## config.mk

```make
export PLATFORM = sky130hd
export DESIGN_NAME = shift_seq8_flat
export DESIGN_NICKNAME = d
export VERILOG_FILES = /design/src/rtl/shift_seq8_if.sv /design/src/rtl/shift_seq8.sv /design/src/flat_wrapper.sv
export SDC_FILE = /design/constraint.sdc
export NUM_CORES = 1
export LEC_CHECK = 0
export ABC_CLOCK_PERIOD_IN_PS = 3250
export BUFFER_PORTS_ARGS = -buffer_cell sky130_fd_sc_hd__buf_4
export CORE_MARGIN = 2
export CORE_UTILIZATION = 53
export DETAILED_ROUTE_END_ITERATION = 8
export PLACE_DENSITY = 0.87
export SLEW_MARGIN = 10
export SYNTH_ARGS = -nofsm -noshare
export SYNTH_HDL_FRONTEND = slang
export SYNTH_SLANG_ARGS = --single-unit
```

## constraint.sdc

```tcl
create_clock -name clk -period 3.25 [get_ports clk]
set_input_delay 0.1625 -clock clk [delete_from_list [all_inputs] [get_ports clk]]
set_output_delay 0.1625 -clock clk [all_outputs]
set_load 0.02 [all_outputs]
```

## src/rtl/shift_seq8_if.sv

```systemverilog
// shift_seq8_if: operation request and result bus for shift_seq8; co exists only with SHIFT_SEQ8_CARRY_EN
interface shift_seq8_if;
  logic start;
  logic [1:0] op;
  logic [2:0] amt;
  logic [7:0] d_in;
  logic [7:0] q;
  logic busy;
  logic done;
`ifdef SHIFT_SEQ8_CARRY_EN
  logic co;
  modport master(output start, op, amt, d_in, input q, busy, done, co);
  modport slave(input start, op, amt, d_in, output q, busy, done, co);
`else
  modport master(output start, op, amt, d_in, input q, busy, done);
  modport slave(input start, op, amt, d_in, output q, busy, done);
`endif
endinterface

```

## src/rtl/shift_seq8.sv

```systemverilog
// shift_seq8: sequential 8-bit shifter (LSL/LSR/ASR/ROR), one position per clock
// define SHIFT_SEQ8_CARRY_EN to add the co carry-out register and port
module shift_seq8 (
  input logic clk,
  input logic reset_n,
  shift_seq8_if.slave bus
);
  typedef enum logic [1:0] {IDLE, SHIFT, DONE} state_t;
  state_t state, state_n;
  logic [7:0] q, q_n, sh;
  logic [1:0] op, op_n;
  logic [2:0] cnt, cnt_n;
  always_comb begin
    sh = op == 2'd0 ? {q[6:0], 1'b0} : op == 2'd1 ? {1'b0, q[7:1]} :
         op == 2'd2 ? {q[7], q[7:1]} : {q[0], q[7:1]};
    state_n = state;
    q_n = q;
    op_n = op;
    cnt_n = cnt;
    case (state)
      IDLE: if (bus.start) begin
        q_n = bus.d_in;
        op_n = bus.op;
        cnt_n = bus.amt;
        state_n = bus.amt != 3'd0 ? SHIFT : DONE;
      end
      SHIFT: begin
        q_n = sh;
        cnt_n = cnt - 3'd1;
        state_n = cnt == 3'd1 ? DONE : SHIFT;
      end
      default: state_n = IDLE;
    endcase
  end
  always_ff @(posedge clk) begin
    if (!reset_n) begin
      state <= IDLE;
      q <= 8'h00;
      op <= 2'd0;
      cnt <= 3'd0;
    end else begin
      state <= state_n;
      q <= q_n;
      op <= op_n;
      cnt <= cnt_n;
    end
  end
`ifdef SHIFT_SEQ8_CARRY_EN
  logic co, co_n;
  always_comb co_n = state == IDLE && bus.start ? 1'b0 : state == SHIFT ? (op == 2'd0 ? q[7] : q[0]) : co;
  always_ff @(posedge clk) co <= !reset_n ? 1'b0 : co_n;
  assign bus.co = co;
`endif
  assign bus.q = q;
  assign bus.busy = state != IDLE;
  assign bus.done = state == DONE;
endmodule

```

## src/flat_wrapper.sv

```systemverilog
// flat-port wrapper written by rule: the top's interface ports become plain ports
module shift_seq8_flat 
  (clk, reset_n, bus_start, bus_op, bus_amt, bus_d_in, bus_q, bus_busy, bus_done);
  shift_seq8_if bus_i ();
  input logic clk;
  input logic reset_n;
  input wire logic [$bits(bus_i.start)-1:0] bus_start;
  input wire logic [$bits(bus_i.op)-1:0] bus_op;
  input wire logic [$bits(bus_i.amt)-1:0] bus_amt;
  input wire logic [$bits(bus_i.d_in)-1:0] bus_d_in;
  output wire logic [$bits(bus_i.q)-1:0] bus_q;
  output wire logic [$bits(bus_i.busy)-1:0] bus_busy;
  output wire logic [$bits(bus_i.done)-1:0] bus_done;
  assign bus_i.start = bus_start;
  assign bus_i.op = bus_op;
  assign bus_i.amt = bus_amt;
  assign bus_i.d_in = bus_d_in;
  assign bus_q = bus_i.q;
  assign bus_busy = bus_i.busy;
  assign bus_done = bus_i.done;
  shift_seq8 u_core (.clk(clk), .reset_n(reset_n), .bus(bus_i));
endmodule
```

==> results.yml <==
critical_path:
  crit_required_ps: 3440
  r2r_setup_slack_ps: 1460
  r2r_cells: 3
  worstSetupStartpoint: "u_core.state[0]"
  r2r_start: "u_core.state[0]"
  r2r-end: "u_core.bus.q[7]"
  start_kind: "flop"
  worstSetupEndpoint: "u_core.bus.q[7]"
  worst-path-max-fanout: 15
  end_kind: "flop"
  cp.arrival_ps: 1990
  crit_type: "flop to flop"
power_and_ir_drop:
  power.density_mw_per_mm2: 452
  p_comb_share_pct: 29.2
  seq_power_share_pct: 47.4
  p_sw_share_pct: 34.1
  p_sw_mw: 0.164
  irDropWorstVdd_mv: 0.269
  leakage_nw: 0.473
  power.total_mw: 0.481
  clockPowerShare_pct: 23.4
  internal_power_mw: 0.317
synthesis:
  synth_edf_count: 0
  avgSynthCellArea_um2: 8.76
  yosys-top-cells-count: "dfxtp_1 (15), nand3_1 (15), nand2_1 (8)"
  synth_top_area_cell: "dfxtp_1"
  yosysUniqueCellTypes: 36
  synth_seq_area_share_pct: 34.6
  synthCells: 99
  yosys_warnings: 0
  synth_area_um2: 867
  async_flop_share_pct: 0
  syn-num-nets: 117
  ys_ff_latch: 15
  synthTopCellsByArea: "dfxtp_1 (35%), nand3_1 (8.7%), mux2i_1 (6.9%)"
  yosysTopAreaCellShare_pct: 34.6
  synth-main-ff-cell: "dfxtp_1"
finish:
  final_cells: 138
  area_growth_pct: 22.7
  fin_util_pct: 69.8
  drive_above_1_share_pct: 28.7
  diodes: 0
  fillers: 137
  final_nets: 141
status:
  outcome: "complete, no violations"
sta:
  clock-skew-final_ps: 1.90
  tns_ps: 0
  rsz0062_at_grt: "false"
  setup_viol_count_final: 0
  worstMarginPinSlew_ps: 1070
  slew_violations: 0
  max_freq_mhz: 557
  fin_crit_ps: 1790
  setup_ws_ps: 1460
  fin_crit_sh_pct: 55.2
  final_hold_viol_count: 0
  slew_headroom_pct: 28.3
floorplan:
  row_count: 14
  die-area_mm2: 0.00198
  core-area_mm2: 0.00152
  die_h_um: 44.4
  io_pins: 26
  start_util_pct: 56.9
  fp.dieW_um: 44.4
grt:
  grt_use_total_pct: 22.2
  grt_pass1_vias: 748
  grt_overflow: 0
  antenna_found_initial: 0
  grt_pass1_wl_um: 3260
  grt_max_degree: 20
route:
  wl_per_cell_um: 14.2
  vias: 836
  ant_nets: 0
  drt_pass1_iterations: 4
  first_iter_violations: 22
  drt_wl_total_um: 1960
  drc: 0
  viasPerCell: 6.06
job:
  drv_cap: 0
placed_design:
  routabilityCongestion: 0.842
  dp_hpwl_um: 1440
  dp_cells: 134
  dpl_worst_slack_ps: 1520
  io_buffers: 25
cts:
  cts_tree: "built"
  cts_setup_buffers: 0
  root_buffer: "clkbuf_4"
  cts_buffers: 3
  cts-hold-fix-buffers: 0
  clk_pin_slew_ps: 100
  post_cts_resized: 0
  clk_latency_ps: 290
  h-tree-depth: 1
  cts_max_path_buffers: 2
  clock-sinks: 15
min_path:
  hp-class: "input pin to flop"
==> placed cells by master, fill, tap and decap left out, types with 2 or more instances in the layout <==
cell	instances
buf_4	25
nand3_1	15
dfxtp_1	15
nand2_1	8
mux2i_1	6
o221ai_1	6
inv_1	5
a21oi_1	4
nand2b_1	4
nor2_1	3
clkbuf_4	3
nor2b_1	2
o21bai_1	2
nand3b_1	2
a211oi_1	2
ha_1	2
==> kinds of logic after synthesis <==
family                     Yosys count  share of synthesized area (%)
muxes                                6                           6.93
DFF                                 15                           34.6
buffers and inverters               11                           6.64
and+or+nand+nor                     42                           27.8
AOI/OAI and AO/OA                   23                           21.1
adders and majority gates            2                           2.89
==> sequential cells by signal (all words and copies together), names as in the netlist <==
name          count
u_core.cnt        3
u_core.op         2
u_core.bus.q      8
u_core.state      2
==> per-layer routing <==
metal,global-route usage [%],vias to the layer above,wire [um]
li1,-,411,-
met1,29.2,390,878
met2,34.1,27,921
met3,4.08,8,100
met4,12.1,0,63
met5,0,-,0
==> power groups by stage <==
stage                     Clock (mW)  Sequential (mW)  Combinational, mW
after floorplan                    0            0.236             0.0873
after global placement             0            0.230              0.137
after detailed placement           0            0.232              0.141
after CTS                      0.115            0.227              0.141
after global routing           0.121            0.231              0.154
final                          0.113            0.228              0.140
==> critical path, cell delays in order (launching register included) <==
cell,delay (ps)
dfxtp_1,450
o21bai_1,900
o21bai_1,170
o2111a_1,170
==> final cells by class <==
cell class	instances	area [um^2]	share of cell area, %
clock buffers	3	22.5	2.12
clock inverters	1	5.00	0.471
inverters	5	18.8	1.76
multi-input cells	73	509	47.9
flip-flops and latches	15	300	28.2
well taps	16	20.0	1.88
repair buffers	25	188	17.6
==> worst min-delay path by stage <==
stage	end	cells past startpoint	startpoint
floorplan	u_core.op[0]	2	bus_op[0]
detailed placement	u_core.op[0]	3	bus_op[0]
finish	u_core.op[0]	3	bus_op[0]
global route	u_core.op[0]	3	bus_op[0]
CTS	u_core.op[0]	3	bus_op[0]
global placement	u_core.op[1]	3	bus_op[1]
==> per-stage QoR <==
stage	cell area [um^2]	hold slack, ps
global placement	1040	412
global route	1060	132
detailed placement	1040	423
CTS	1060	108
floorplan	867	298
finish	1060	109
Note: power is estimated with default switching activity, not from simulation.
